<file path="config.mk">
export PLATFORM = sky130hd
export DESIGN_NAME = scan_chain_driver
export DESIGN_NICKNAME = d
export VERILOG_FILES = /design/src/rtl/scan_chain_pkg.sv /design/src/rtl/scan_chain_driver_clk_gen.sv /design/src/rtl/scan_chain_driver.sv
export SDC_FILE = /design/constraint.sdc
export NUM_CORES = 1
export LEC_CHECK = 0
export BUFFER_PORTS_ARGS = -buffer_cell sky130_fd_sc_hd__clkbuf_2
export CORE_ASPECT_RATIO = 0.9
export CORE_MARGIN = 2
export CORE_UTILIZATION = 61
export CTS_CLUSTER_DIAMETER = 100
export CTS_CLUSTER_SIZE = 8
export DETAILED_ROUTE_END_ITERATION = 12
export PLACE_DENSITY = 0.9
export SKIP_LAST_GASP = 1
export SYNTH_ARGS = -nofsm -noshare
export SYNTH_HDL_FRONTEND = slang
export SYNTH_SLANG_ARGS = --single-unit
</file>
<file path="constraint.sdc">
create_clock -name clk -period 4.1 [get_ports clk]
set_input_delay 0.615 -clock clk [delete_from_list [all_inputs] [get_ports clk]]
set_output_delay 0.615 -clock clk [all_outputs]
set_load 0.01 [all_outputs]
</file>
<file path="src/rtl/scan_chain_pkg.sv">
// Shared types for the scan chain driver.
// State encoding and the fixed select width.
package scan_chain_pkg;
  localparam int SEL_W = 9;

  typedef enum logic [2:0] {
    IDLE,
    SHIFT_IN,
    LATCH,
    CAPTURE,
    SHIFT_OUT,
    DONE
  } state_e;
endpackage

</file>
<file path="src/rtl/scan_chain_driver_clk_gen.sv">
// Scan clock divider: CLK_DIV clk cycles low, CLK_DIV high.
// rise_o/fall_o flag the cycle before the scan_clk edge.
module scan_clk_gen #(
  parameter int CLK_DIV = 1
) (
  input  logic clk_i,
  input  logic rst_i,
  input  logic clr_i,
  output logic sclk_o,
  output logic rise_o,
  output logic fall_o
);
  localparam int CW = (CLK_DIV > 1) ? $clog2(CLK_DIV) : 1;

  logic [CW-1:0] cnt_q;
  logic          ph_q;
  logic          last;

  assign last = (cnt_q == CW'(CLK_DIV - 1));

  always_ff @(posedge clk_i) begin
    if (rst_i || clr_i) begin
      cnt_q <= '0;
      ph_q  <= 1'b0;
    end else if (last) begin
      cnt_q <= '0;
      ph_q  <= ~ph_q;
    end else begin
      cnt_q <= cnt_q + CW'(1);
    end
  end

  assign sclk_o = ph_q;
  assign rise_o = last & ~ph_q;
  assign fall_o = last & ph_q;
endmodule

</file>
<file path="src/rtl/scan_chain_driver.sv">
// Drives one word into a chain of scan wrappers and reads one back.
// SCAN_FREERUN_EN: refresh continuously, start is ignored.
module scan_chain_driver
  import scan_chain_pkg::*;
#(
  parameter int NUM_DESIGNS = 4,
  parameter int NUM_IOS     = 8,
  parameter int CLK_DIV     = 1
) (
  input  logic               clk,
  input  logic               reset,
  input  logic               start,
  input  logic [SEL_W-1:0]   active_select,
  input  logic [NUM_IOS-1:0] inputs,
  output logic [NUM_IOS-1:0] outputs,
  output logic               ready,
  output logic               busy,
  output logic               scan_clk,
  output logic               scan_data_out,
  input  logic               scan_data_in,
  output logic               scan_select,
  output logic               scan_latch_enable
);
  localparam int TOTAL = NUM_DESIGNS * NUM_IOS;
  localparam int CNT_W = $clog2(TOTAL + 1);
  localparam int BIT_W = (NUM_IOS > 1) ? $clog2(NUM_IOS) : 1;

  state_e             state_q, state_d;
  logic [SEL_W-1:0]   sel_q;
  logic [NUM_IOS-1:0] in_q, cap_q, out_q;
  logic [CNT_W-1:0]   j_q;
  logic [SEL_W-1:0]   dsg_q;
  logic [BIT_W-1:0]   bit_q;
  logic               gclk, rise, fall;
  logic               shifting, last_per, load, hit;

  assign shifting = (state_q == SHIFT_IN) || (state_q == SHIFT_OUT);
  assign last_per = (j_q == CNT_W'(TOTAL - 1));
  assign hit      = (dsg_q == sel_q);
  assign load     = (state_d == SHIFT_IN) &&
                    ((state_q == IDLE) || (state_q == DONE));

  scan_clk_gen #(.CLK_DIV(CLK_DIV)) u_gen (
    .clk_i  (clk),
    .rst_i  (reset),
    .clr_i  ((state_q == IDLE) || (state_q == DONE)),
    .sclk_o (gclk),
    .rise_o (rise),
    .fall_o (fall)
  );

  always_ff @(posedge clk) begin
    if (reset) state_q <= IDLE;
    else       state_q <= state_d;
  end

  always_comb begin
    state_d = state_q;
    unique case (state_q)
`ifdef SCAN_FREERUN_EN
      IDLE:      state_d = SHIFT_IN;
      DONE:      state_d = SHIFT_IN;
`else
      IDLE:      if (start) state_d = SHIFT_IN;
      DONE:      state_d = IDLE;
`endif
      SHIFT_IN:  if (fall && last_per) state_d = LATCH;
      LATCH:     if (fall) state_d = CAPTURE;
      CAPTURE:   if (fall) state_d = SHIFT_OUT;
      SHIFT_OUT: if (fall && last_per) state_d = DONE;
      default:   state_d = IDLE;
    endcase
  end

  // Period j targets design dsg_q, bit bit_q (both walk down from the top).
  always_ff @(posedge clk) begin
    if (reset || !shifting) begin
      j_q   <= '0;
      dsg_q <= SEL_W'(NUM_DESIGNS - 1);
      bit_q <= BIT_W'(NUM_IOS - 1);
    end else if (fall) begin
      j_q <= j_q + CNT_W'(1);
      if (bit_q == '0) begin
        bit_q <= BIT_W'(NUM_IOS - 1);
        dsg_q <= dsg_q - SEL_W'(1);
      end else begin
        bit_q <= bit_q - BIT_W'(1);
      end
    end
  end

  always_ff @(posedge clk) begin
    if (reset) begin
      sel_q <= '0;
      in_q  <= '0;
      cap_q <= '0;
      out_q <= '0;
    end else begin
      if (load) begin
        sel_q <= active_select;
        in_q  <= inputs;
        cap_q <= '0;
      end
      if ((state_q == SHIFT_OUT) && rise && hit)
        cap_q[bit_q] <= scan_data_in;
      if ((state_q == SHIFT_OUT) && (state_d == DONE))
        out_q <= cap_q;
    end
  end

  always_comb begin
    outputs           = out_q;
    ready             = (state_q == DONE);
    busy              = (state_q != IDLE);
    scan_clk          = gclk && ((state_q == SHIFT_IN) ||
                                 (state_q == CAPTURE) ||
                                 (state_q == SHIFT_OUT));
    scan_data_out     = (state_q == SHIFT_IN) && hit && in_q[bit_q];
    scan_select       = (state_q == CAPTURE);
    scan_latch_enable = (state_q == LATCH);
  end
endmodule

</file>
; ---- Yosys cells after proc, flatten, opt, wreduce, memory -nomap -nowiden
; Index checks and enable logic that the tools add are counted.
[word_totals]
ff_bits = 56
input_bits = 21
wordCells = 65
[op_classes]
addsub = 4
order_cmp = 2
eq_ne = 9
n_mux = 15
n_bitwise = 4
reduce_logical = 21
[op_table]
columns = operator, n
row1 = 8-bit two-way mux, 3
row2 = 3-bit two-way mux, 6
row3 = 3-bit case mux with 5 select lines, 1
row4 = 3-bit == test (second input constant), 3
row5 = 9-bit == test, 1
row6 = 1-bit logical AND, 9
row7 = 9-bit by 1-bit subtractor with 9-bit output (second input constant), 1
row8 = 8-bit bitwise mux, 1
row9 = 6-bit by 1-bit adder with 6-bit output (second input constant), 1
row10 = 3-bit by 1-bit == test with 1-bit output (second input constant), 2
row11 = 3-bit by 2-bit == test with 1-bit output (second input constant), 2
row12 = 6-bit by 5-bit == test with 1-bit output (second input constant), 1
row13 = 3-bit zero test, 2
row14 = 1-bit logical OR, 6
row15 = 3-bit by 4-bit < comparator with 1-bit output (second input constant), 1
row16 = 1-bit binary-select mux with 3-bit select, 1
row17 = 1-bit demux with 3-bit select, 1
row18 = 3-bit by 1-bit greater-or-equal comparator with 1-bit output (second input constant), 1
row19 = 3-bit nonzero test, 1
row20 = 3-bit by 1-bit subtractor with 3-bit output (second input constant), 1
row21 = 1-bit AND, 2
row22 = 1-bit two-way mux, 2
row23 = 1-bit inverter, 2
row24 = 2-bit AND reduction, 1
row25 = 3 further kinds, 3

; ---- Depth between registers and ports, before layout
; Gate-level depths: netlist of the first run.
[logic_depth]
ltp_word = 11
depth_mapped = 8
depth_no_buf = 7

; ---- Hierarchy
; Synthesis of the first run repeated with hierarchy kept, for this count alone.
[hier_totals]
cells_unflattened = 294
area_unflattened_um2 = 2560.0
[modules_own_cells]
columns = mod, instances, cells_each, area_each_um2
row1 = scan_chain_driver, 1, 287, 2478.6
row2 = scan_clk_gen, 1, 7, 81.3

; ---- Worst setup path before layout of the first run
; No wires, ideal clock.
[synth_path]
kind = flip-flop to output port
start = reg dsg_q[6]
end = out scan_data_out
arrival_time_ns = 1.213
path_slack_ns = 2.272
stages_incl_launch_ff = 5
n_path_buf = 0
path_cell_list = dfxtp_1 -> xor2_1 -> nor4_2 -> nand4_1 -> a21oi_1
[synth_via]
elab_chain_cells = 3
[synth_lines]
columns = item, line
row1 = "start, declared", scan_chain_driver.sv:32  ; logic [SEL_W-1:0] dsg_q;
row2 = "start signal, assigned", scan_chain_driver.sv:79  ; dsg_q <= SEL_W'(NUM_DESIGNS - 1);
row3 = "start signal, assigned", scan_chain_driver.sv:85  ; dsg_q <= dsg_q - SEL_W'(1);
row4 = 9-bit == test, scan_chain_driver.sv:39  ; assign hit = (dsg_q == sel_q);
row5 = 1-bit logical AND (2 in series), scan_chain_driver.sv:118  ; scan_data_out = (state_q == SHIFT_IN) && hit && in_q[bit_q];
row6 = "end, declared", scan_chain_driver.sv:19  ; output logic scan_data_out,
; No other way between the ends.

; ---- Worst setup path after layout of the first run
[layout_path]
start = reg dsg_q[0]
end = out scan_data_out
; The elaborated chain is that of the path after synthesis.

==> impl_summary.txt, run 1 <==
----------------------------------------------------
[Clock tree]
  Clock tree from TritonCTS ... built
  H-Tree Level Count ... 2
  CTS sink cnt ... 56
  PostCTS Resize Cnt ... 0
  CTS Buf Count ... 5
  Clock buffer depth ... 2
  Number of post-CTS setup repair buffers ... 0
  Clock root buffer ... clkbuf_8
  Clock latency reported for the late side of the worst-skew pair ... a little over 0.3 ns
  Clock Pin Slew Worst Setup and Hold Paths ... 0.08 ns
  Cts hold-fix bufs ... 0

[Logic synthesis]
  Synthesized area per cell ... 8.87 um2
  Async SR Flop Fraction ... 0
  Area share of the leading cell type in the synthesized netlist ... 0.439
  Flop and latch count out of synthesis ... 56
  Synthesized net count ... around 310
  Seq/Total Area, Yosys ... 0.439
  Synth Flop Type ... dfxtp_1
  Yosys top cell by area ... dfxtp_1
  Total standard cell area after synthesis ... approximately 2600 um2
  Number of library cell types mapped by synthesis ... 42
  Dominant cells by area after synthesis ... dfxtp_1 44%, nand2_1 8.2%, mux2i_1 6.7%
  Yosys synthesis warning count ... 0
  Number of instances in the synthesized netlist ... 288
  Number of flops mapped to enable cells by yosys ... 0
  Post-synth top cells ... 56 x dfxtp_1, 56 x nand2_1, 27 x nor2_1

[Floorplan]
  Starting density of the core ... 0.631
  Height of the die ... ~65 um
  Standard cell core area ... between 4000 and 5000 um2
  Area of the die ... ~4700 um2
  Std cell rows ... 22
  Die Span X ... approximately 72 um
  Boundary Pins ... 35

[Critical path]
  Critical register-to-register path startpoint ... state_q[0]$_SDFF_PP0_
  Critical path origin ... dsg_q[0]$_SDFFE_PP1P_
  Critical path buffers and inverters ... 1
  Cell class contributing the biggest share of worst-path delay ... simple AND/OR/NAND/NOR gates
  Data arrival at the endpoint of the critical path ... ~1.7 ns
  Worst-case register-to-register setup slack ... between 2 and 2.5 ns
  Master of the slowest instance on the critical path ... nor3_1
  Reg-to-reg critical path endpoint ... cap_q[0]$_SDFF_PP0_
  Worst setup path end ... scan_data_out
  Ordered cell list for the critical path ... xor2_1 > nor3_1 > nand4_1 > a21oi_1 > clkbuf_2
  WP depth ... 5
  Required time at the worst-slack endpoint ... ~3.5 ns
  Max incr delay on CP ... roughly 0.4 ns
  Worst Setup Start Kind ... flip-flop
  Worst-path fanout max ... 5
  Crit path kind ... flip-flop to primary output
  Length in cells of the worst reg-to-reg path ... 5
  Endpoint type of the worst setup path ... primary output

[Place]
  Count of placed standard cells including taps ... 354
  Global placer's final weighted congestion ... between 0.7 and 0.8
  Half-perimeter wire length after placement ... 3.41 mm
  Number of input and output port buffers inserted ... 34

[GRT]
  Number of antenna violations at the first check in global routing ... 0
  All-Layer GR Usage ... 0.218
  Pin count of the biggest net entering global routing ... 34
  Overflow left after global routing ... 0
  Vias in the first global route ... approximately 1800
  First-pass GRT wire length ... 7.98 mm

[Job]
  Number of max-cap violations ... 0

[Pwr]
  Total power density per cell area ... between 300 and 400 nW/um2
  Leakage power ... roughly 0.0011 uW
  Worst voltage drop across the vdd grid ... 0.000263 V

[Route]
  Overall routed net length ... about 4.7 mm
  Residual DRC count ... 0
  DRT Pass-1 Iters ... 4
  Mean number of vias per cell ... between 5 and 6
  First-iteration detailed-routing DRC count ... 84
  Number of antenna-violating nets in the routed design ... 0
  Via Count ... between 1500 and 2000
  Routed wire length per instance ... approximately 13 um

[STA]
  Worst Clk Skew ... between 0.008 and 0.009 ns
  Tmin final ... ~2.3 ns
  Max-slew violation count ... 0
  Final hold viol count ... 0
  Achievable Freq ... approximately 430 MHz
  Transition time of the tightest slew-check pin ... ~0.65 ns
  Final critical-path share of the clock period ... 0.570
  Setup-violating endpoint count in the final report ... 0
  Unrepaired setup endpoints after global routing ... false
  Final total negative setup slack ... 0 ns
  Max_slew headroom ... 0.570

[Layout]
  Share of layout cells above drive strength 1 ... 0.185
  Ant diodes ... 0
  Net count, final ... between 300 and 400
  Synthesis-to-layout area growth ... 8.91%
  Combined area of the multi-input logic cells ... approximately 1300 um2
  Total of fill cells in the finished design ... about 330
  Area used by sequential logic in the layout ... 1120 um2
  Final cell count without fillers ... between 300 and 400

[Min path]
  Tightest Hold Check Type ... flip-flop to flip-flop

[Run status]
  Outcome ... complete, no violations

----------------------------------------------------
cell type report:
class,instances,share of cell area
Tap cell,48,0.0216
Inverter,9,0.0121
Sequential cell,56,0.403
Timing Repair Buffer,35,0.0638
Multi-Input combinational cell,206,0.472
Clock buffer,6,0.0261
Clock inverter,1,0.00180
flip-flops by register name, indices dropped and copies added, names as in the netlist:
register / count
u_gen.cnt_q: 1
in_q: 8
j_q: 6
state_q: 3
bit_q: 3
sel_q: 9
u_gen.sclk_o: 1
outputs: 8
cap_q: 8
dsg_q: 9
layer usage:
layer / routed length, um / track usage / vias to the layer above
met4: 121 / 0.0896 / 0
met5: 0 / 0 / -
met1: 2160 / 0.284 / 925
li1: - / - / 1016
met3: 283 / 0.0583 / 11
met2: 2130 / 0.344 / 47
metrics by stage:
| step | util | power, uW | hold WS (ns) | setup WS [ns] | instance area (um2) |
|---|---|---|---|---|---|
| 2_1_floorplan | - | 625 | 0.433 | 2.27 | 2550 |
| 3_3_place_gp | 0.669 | 641 | 0.442 | 2.09 | 2710 |
| 3_5_place_dp | 0.669 | 643 | 0.443 | 2.07 | 2710 |
| 4_1_cts | 0.688 | 916 | 0.455 | 1.73 | 2780 |
| 5_1_grt | 0.688 | 949 | 0.482 | 1.60 | 2780 |
| 6_report | 0.688 | 911 | 0.456 | 1.76 | 2780 |
cell families after synthesis:
family / share of synthesized area
simple gates: 0.260
flops: 0.439
compound gates: 0.0695
buf+inv: 0.0475
xor+xnor: 0.0788
mux: 0.0842
fa+ha+maj: 0.0196
other cells: 0.00147
power breakdown:
part           internal, uW  switching (uW)
registers               556            9.81
clock network           116             164
logic                  25.9            39.3
total                   698             213
placed cells by master, fill, tap and decap left out, types with 2 or more instances in the layout:
cell	count
nand2_1	56
dfxtp_1	56
clkbuf_2	34
nor2_1	27
a21oi_1	23
mux2i_1	17
xor2_1	15
inv_1	9
nor3_1	8
xnor2_1	8
nor4_2	7
nand3_1	5
clkbuf_8	5
nand4_1	4
ha_1	4
o21ai_0	3
nand2b_1	2
and3_1	2
mux4_2	2
or3_1	2
nor4_1	2
nor3_2	2
worst min path at each step:
stage | startpoint | cells after the start | endpoint
finish | in_q[0]$_SDFFE_PP0P_ | 2 | in_q[0]$_SDFFE_PP0P_
global route | in_q[4]$_SDFFE_PP0P_ | 2 | in_q[4]$_SDFFE_PP0P_
CTS | in_q[2]$_SDFFE_PP0P_ | 2 | in_q[2]$_SDFFE_PP0P_
detailed placement | in_q[2]$_SDFFE_PP0P_ | 2 | in_q[2]$_SDFFE_PP0P_
global placement | in_q[5]$_SDFFE_PP0P_ | 2 | in_q[5]$_SDFFE_PP0P_
floorplan | in_q[2]$_SDFFE_PP0P_ | 2 | in_q[2]$_SDFFE_PP0P_
worst min-delay path, cell delays in order (launching register included):
cell and delay (ns):
dfxtp_1 0.31, nand2_1 0.05, a21oi_1 0.05
(Power assumes the default switching activity.)
==> inputs of run 2 (changes only) <==
CORE_UTILIZATION = 56   (was 61)
PLACE_DENSITY = 0.84   (was 0.9)
clock period = 2.3 ns   (was 4.1 ns; I/O delays follow)
==> run 2 against run 1 <==
Net effect: count of clock-buffer cells in the layout fell by 1; routed wire length rose by 2.6%; design area rose by 2.9%; sequential share of layout area fell by 1.1 points; clock power rose by 120%; die area rose by 8.4%; cell count rose by 4.7%; total power rose by 94%; combinational power rose by 89%; worst hold slack got worse by 0.21 ns; global-route usage fell by 1.0 points; sequential power rose by 78%.
==> impl_summary.txt, run 2 (synthesis results as in run 1) <==
----------------------------------------------------
[Floorplan]
  Height of the die ... 68.1 um (+4.1%)
  Area of the die ... 5120 um2 (+8.4%)
  Std cell rows ... 23 (+4.5%)
  Standard cell core area ... 4430 um2 (+9.5%)
  Starting density of the core ... 0.577 (-0.0549)
  Boundary Pins ... 35 (unchanged)
  Die Span X ... 75.2 um (+4.1%)

[Place]
  Number of input and output port buffers inserted ... 34 (unchanged)
  Pre-CTS setup slack ... 0.291 ns (-1.78 ns)
  Global placer's final weighted congestion ... 0.877 (+13%)
  Half-perimeter wire length after placement ... 3.58 mm (+4.9%)
  Dpl cell area ... 2740 um2 (+1.2%)

[Critical path]
  Required time at the worst-slack endpoint ... 1.96 ns (-1.52 ns)
  Endpoint type of the worst setup path ... primary output
  Data arrival at the endpoint of the critical path ... 1.75 ns (+0.03 ns)
  Worst Setup Start Kind ... flip-flop
  Worst-path fanout max ... 3 (-2)
  Crit path kind ... flip-flop to primary output
  Length in cells of the worst reg-to-reg path ... 7 (+2)

[Route]
  DRT Pass-1 Iters ... 4 (unchanged)
  Via Count ... 1994 (-0.25%)
  Routed wire length per instance ... 12.7 um (-2.0%)
  Residual DRC count ... 0 (unchanged)
  Mean number of vias per cell ... 5.28 (-4.7%)
  First-iteration detailed-routing DRC count ... 71 (-15%)
  Number of antenna-violating nets in the routed design ... 0 (unchanged)
  Overall routed net length ... 4.81 mm (+2.6%)

[STA]
  Max_slew headroom ... 0.542 (-0.0276)
  Setup-violating endpoint count in the final report ... 0 (unchanged)
  Worst Clk Skew ... 0.00598 ns (-0.00215 ns)
  Post-Route Hold Slack ... 0.246 ns (-0.211 ns)
  Unrepaired setup endpoints after global routing ... false
  Setup ws final ... 0.207 ns (-1.55 ns)
  Transition time of the tightest slew-check pin ... 0.681 ns (+0.0361 ns)
  Final hold viol count ... 0 (unchanged)
  Max-slew violation count ... 0 (unchanged)
  Achievable Freq ... about 480 MHz
  Final total negative setup slack ... 0 ns (unchanged)
  Final critical-path share of the clock period ... 0.910
  Tmin final ... 2.09 ns

[Clock tree]
  H-Tree Level Count ... 2 (unchanged)
  Clock root buffer ... clkbuf_8
  CTS sink cnt ... 56 (unchanged)
  Clock latency reported for the late side of the worst-skew pair ... 0.30 ns (about the same)
  Clock buffer depth ... 2 (unchanged)
  Number of post-CTS setup repair buffers ... 0 (unchanged)
  CTS Buf Count ... 5 (unchanged)
  Clock tree from TritonCTS ... built
  Clock Pin Slew Worst Setup and Hold Paths ... 0.10 ns (+0.02 ns)

[GRT]
  Pin count of the biggest net entering global routing ... 23 (-32%)
  All-Layer GR Usage ... 0.208 (-0.0102)
  Vias in the first global route ... 1796 (-2.4%)
  Overflow left after global routing ... 0 (unchanged)
  First-pass GRT wire length ... 8.13 mm (+1.8%)
  Number of antenna violations at the first check in global routing ... 0 (unchanged)

[Pwr]
  Worst voltage drop across the vdd grid ... 0.000446 V (+70%)
  Total power of the final layout ... 1770 uW (+94%)
  Total power density per cell area ... 617 nW/um2 (+88%)
  Leakage power ... 0.00116 uW (+2.1%)

[Layout]
  Share of layout cells above drive strength 1 ... 0.199 (+0.0141)
  Final std cell area, no fill ... 2860 um2 (+2.9%)
  Ant diodes ... 0 (unchanged)
  Synthesis-to-layout area growth ... 12.0%
  Top Registers ... dsg_q: 9 flops, sel_q: 9 flops
  Top library cells by usage in the layout, fill and taps aside ... 56 x nand2_1, 56 x dfxtp_1, 34 x clkbuf_2, 27 x nor2_1, 23 x a21oi_1
  Net count, final ... 340 (+0.59%)

[Run status]
  Outcome ... complete, no violations

[Min path]
  Worst hold path depth ... 3 (+1)
  Tightest Hold Check Type ... input pin to flip-flop

[Job]
  Number of max-cap violations ... 0 (unchanged)

----------------------------------------------------
-- run 2: cell types whose count changed in the layout (fill, tap and decap cells not counted) --
cell        previous run  this run
clkinvlp_4             0         1
nor4_4                 0         1
bufinv_16              0         1
nor4_2                 7         6
nor3_2                 2         3
nor3_1                 8         7
clkbuf_1               1         0
buf_4                  1         3
-- run 2: worst paths after layout --
check / startpoint / endpoint / slack (ns)
worst max-delay path: dsg_q[2]$_SDFFE_PP0P_ / scan_data_out / 0.21
worst min-delay path: active_select[7] / sel_q[7]$_SDFFE_PP0P_ / 0.25
worst max register to register: bit_q[0]$_SDFFE_PP1P_ / dsg_q[7]$_SDFFE_PP0P_ / 0.28
worst min register to register: in_q[2]$_SDFFE_PP0P_ / in_q[2]$_SDFFE_PP0P_ / 0.46
-- run 2: cell type report --
class	count	area, um2
fill	394	1570
clock inverter	3	42.5
inverter	9	33.8
clock buffer	5	68.8
tap	62	77.6
sequential	56	1120
timing repair buffer	37	193
multi-input combinational	206	1330
-- run 2: report_power, final --
| part | internal (uW) | switching (uW) | leakage, uW |
|---|---|---|---|
| clock network | 322 | 309 | 0.0000541 |
| logic | 50.1 | 73.3 | 0.000656 |
| registers | 991 | 19.2 | 0.000455 |
-- run 2: repair_timing --
action | 4_1_cts | 5_1_grt
endpoints found under the setup margin | 0 | 1
gates resized for setup | 0 | 2
hold buffers | 0 | 0
-- run 2: per-stage QoR --
step / instances / util
finish: 378 / 0.646
global route: 378 / 0.646
CTS: 378 / 0.643
detailed placement: 370 / 0.618
global placement: 370 / 0.618
floorplan: 288 / -
-- run 2: critical path, stage by stage, from the launching register on --
cell      delay, ns
dfxtp_1        0.35
xor2_1         0.18
nor4_4         0.39
nand4_1        0.19
a21oi_1        0.17
clkbuf_2       0.16
-- run 2: routing by layer --
metal	part of all wire	vias to the layer above	global-route usage
met1	0.49	924	0.280
met3	0.044	6	0.0574
met5	0	-	0
met2	0.46	45	0.330
li1	-	1019	-
met4	0.011	0	0.0570
==> inputs of run 3 (changes only) <==
==> constraint.sdc (replaced) <==
create_clock -name clk -period 2.3 [get_ports clk]
set_input_delay 0 -clock clk [delete_from_list [all_inputs] [get_ports clk]]
set_output_delay 0 -clock clk [all_outputs]
set_load 0.01 [all_outputs]
==> run 3 against run 2 <==
Net effect: core utilization is 3.4 points higher; flip-flop and latch count stayed put; first-iteration DRC count is 37% higher; sequential share of layout area is 2.0 points lower; count of clock-buffer cells in the layout is 1 higher; worst hold slack worse by 0.19 ns; fmax is 5.3% higher; critical path depth is 2 higher; cell count is 4.5% higher; critical path type is now flip-flop to flip-flop; critical endpoint is now dsg_q[6]$_SDFFE_PP0P_; largest cell class unchanged.
==> impl_summary.txt, run 3 (synthesis results as in run 1) <==
----------------------------------------------------
[Run status]
  Outcome ... complete, no violations

[Critical path]
  Critical register-to-register path startpoint ... bit_q[0]$_SDFFE_PP1P_
  Length in cells of the worst reg-to-reg path ... 7 (unchanged)
  Endpoint type of the worst setup path ... flip-flop
  Reg-to-reg critical path endpoint ... dsg_q[6]$_SDFFE_PP0P_
  Worst Setup Start Kind ... flip-flop
  Required time at the worst-slack endpoint ... 2.48 ns (+0.52 ns)
  Data arrival at the endpoint of the critical path ... 2.17 ns (+0.42 ns)
  Worst-case register-to-register setup slack ... 0.31 ns (+0.03 ns)
  Worst-path fanout max ... 8 (+5)
  Crit path kind ... flip-flop to flip-flop

[Clock tree]
  CTS sink cnt ... 56 (unchanged)
  H-Tree Level Count ... 2 (unchanged)
  Clock root buffer ... clkbuf_8
  Number of post-CTS setup repair buffers ... 0 (unchanged)
  CTS Buf Count ... 5 (unchanged)
  Clock tree from TritonCTS ... built
  Clock Pin Slew Worst Setup and Hold Paths ... 0.09 ns (about the same)
  Clock buffer depth ... 2 (unchanged)
  Clock latency reported for the late side of the worst-skew pair ... 0.30 ns (about the same)

[Floorplan]
  Starting density of the core ... 0.577 (unchanged)
  Die Span X ... 75.2 um (unchanged)
  Height of the die ... 68.1 um (unchanged)
  Std cell rows ... 23 (unchanged)
  Area of the die ... 5120 um2 (unchanged)
  Boundary Pins ... 35 (unchanged)
  Standard cell core area ... 4430 um2 (unchanged)

[Min path]
  Hold_sp ... reset
  Hold worst-path end ... sel_q[5]$_SDFFE_PP0P_
  Worst hold path depth ... 2 (-1)
  Tightest Hold Check Type ... input pin to flip-flop

[Layout]
  Top library cells by usage in the layout, fill and taps aside ... 56 x nand2_1, 56 x dfxtp_1, 34 x clkbuf_2, 27 x nor2_1, 23 x a21oi_1
  Share of layout cells above drive strength 1 ... 0.183 (-0.0162)
  Final std cell area, no fill ... 3020 um2 (+5.3%)
  Top Registers ... dsg_q: 9 flops, sel_q: 9 flops
  Core utilization of the finished layout ... 0.680 (+0.0344)
  Net count, final ... 357 (+5.0%)
  Ant diodes ... 0 (unchanged)
  Synthesis-to-layout area growth ... 18.0%

[Route]
  DRT Pass-1 Iters ... 4 (unchanged)
  Residual DRC count ... 0 (unchanged)
  Overall routed net length ... 5.15 mm (+7.1%)
  Routed wire length per instance ... 13.0 um (+2.5%)
  Mean number of vias per cell ... 5.23 (-0.90%)
  Number of antenna-violating nets in the routed design ... 0 (unchanged)
  Via Count ... 2065 (+3.6%)
  First-iteration detailed-routing DRC count ... 97 (+37%)

[GRT]
  Pin count of the biggest net entering global routing ... 23 (unchanged)
  Vias in the first global route ... 1892 (+5.3%)
  All-Layer GR Usage ... 0.221 (+0.0132)
  Overflow left after global routing ... 0 (unchanged)
  First-pass GRT wire length ... 8.58 mm (+5.6%)
  Number of antenna violations at the first check in global routing ... 0 (unchanged)

[STA]
  Final total negative setup slack ... 0 ns (unchanged)
  Unrepaired setup endpoints after global routing ... false
  Max_slew headroom ... 0.555 (+0.0121)
  Max-slew violation count ... 0 (unchanged)
  Achievable Freq ... 503 MHz (+5.3%)
  Tmin final ... 1.99 ns (-0.105 ns)
  Worst Clk Skew ... 0.00782 ns (+0.00184 ns)
  Final critical-path share of the clock period ... 0.864 (-0.0458)
  Final hold viol count ... 0 (unchanged)
  Transition time of the tightest slew-check pin ... 0.663 ns (-0.0181 ns)
  Setup-violating endpoint count in the final report ... 0 (unchanged)

[Pwr]
  Total power density per cell area ... 591 nW/um2 (-4.2%)
  Worst voltage drop across the vdd grid ... 0.000501 V (+12%)
  Leakage power ... 0.00124 uW (+6.1%)

[Place]
  Half-perimeter wire length after placement ... 3.53 mm (-1.2%)
  Dpl cell area ... 2740 um2 (unchanged)
  Global placer's final weighted congestion ... 0.949 (+8.2%)
  Number of input and output port buffers inserted ... 34 (unchanged)

[Job]
  Number of max-cap violations ... 0 (unchanged)

----------------------------------------------------
run 3: cell type report:
type / instances / area [um2]
inverter: 9 / 33.8
fill: 370 / 1420
tap: 62 / 77.6
clock buffer: 6 / 72.6
clock inverter: 2 / 35.0
sequential: 56 / 1120
multi-input combinational: 206 / 1310
timing repair buffer: 54 / 363
run 3: power by group:
| group | internal (uW) | leakage (uW) | switching [uW] |
|---|---|---|---|
| Clock | 324 | 0.0000552 | 303 |
| Sequential | 991 | 0.000455 | 19.1 |
| Combinational | 67.7 | 0.000726 | 78.2 |
run 3: stage by stage:
step	hold slack [ns]	power, uW	std cells	setup slack, ns
after global routing	0.0679	1850	395	0.156
after detailed placement	0.230	1150	370	0.337
after floorplan	0.136	1110	288	0.548
after global placement	0.224	1150	370	0.460
final	0.0539	1780	395	0.312
after CTS	0.0318	1790	395	0.314
run 3: repair_timing:
item | 4_1_cts | 5_1_grt
resized for setup | 0 | 0
hold endpoints to repair | 17 | 0
hold buffers | 17 | 0
run 3: worst max-delay path, cell delays in order, from the launching register on:
cell	delay, ns
dfxtp_1	0.45
inv_1	0.28
ha_1	0.25
and4bb_2	0.29
nand4_1	0.19
nor3_1	0.22
xnor2_1	0.14
nor2_1	0.05
run 3: how the worst max path moves through the flow:
stage,cells past startpoint,to,from
after floorplan,8,dsg_q[7]$_SDFFE_PP0P_,bit_q[0]$_SDFFE_PP1P_
after global placement,7,dsg_q[7]$_SDFFE_PP0P_,bit_q[0]$_SDFFE_PP1P_
after detailed placement,7,dsg_q[6]$_SDFFE_PP0P_,bit_q[0]$_SDFFE_PP1P_
after CTS,7,dsg_q[6]$_SDFFE_PP0P_,bit_q[0]$_SDFFE_PP1P_
after global routing,7,dsg_q[6]$_SDFFE_PP0P_,bit_q[0]$_SDFFE_PP1P_
final,7,dsg_q[6]$_SDFFE_PP0P_,bit_q[0]$_SDFFE_PP1P_
run 3: metal layers:
metal | track usage | share of wire
met1 | 0.298 | 0.49
met2 | 0.362 | 0.47
met3 | 0.0368 | 0.033
met4 | 0.0746 | 0.0049
met5 | 0 | 0
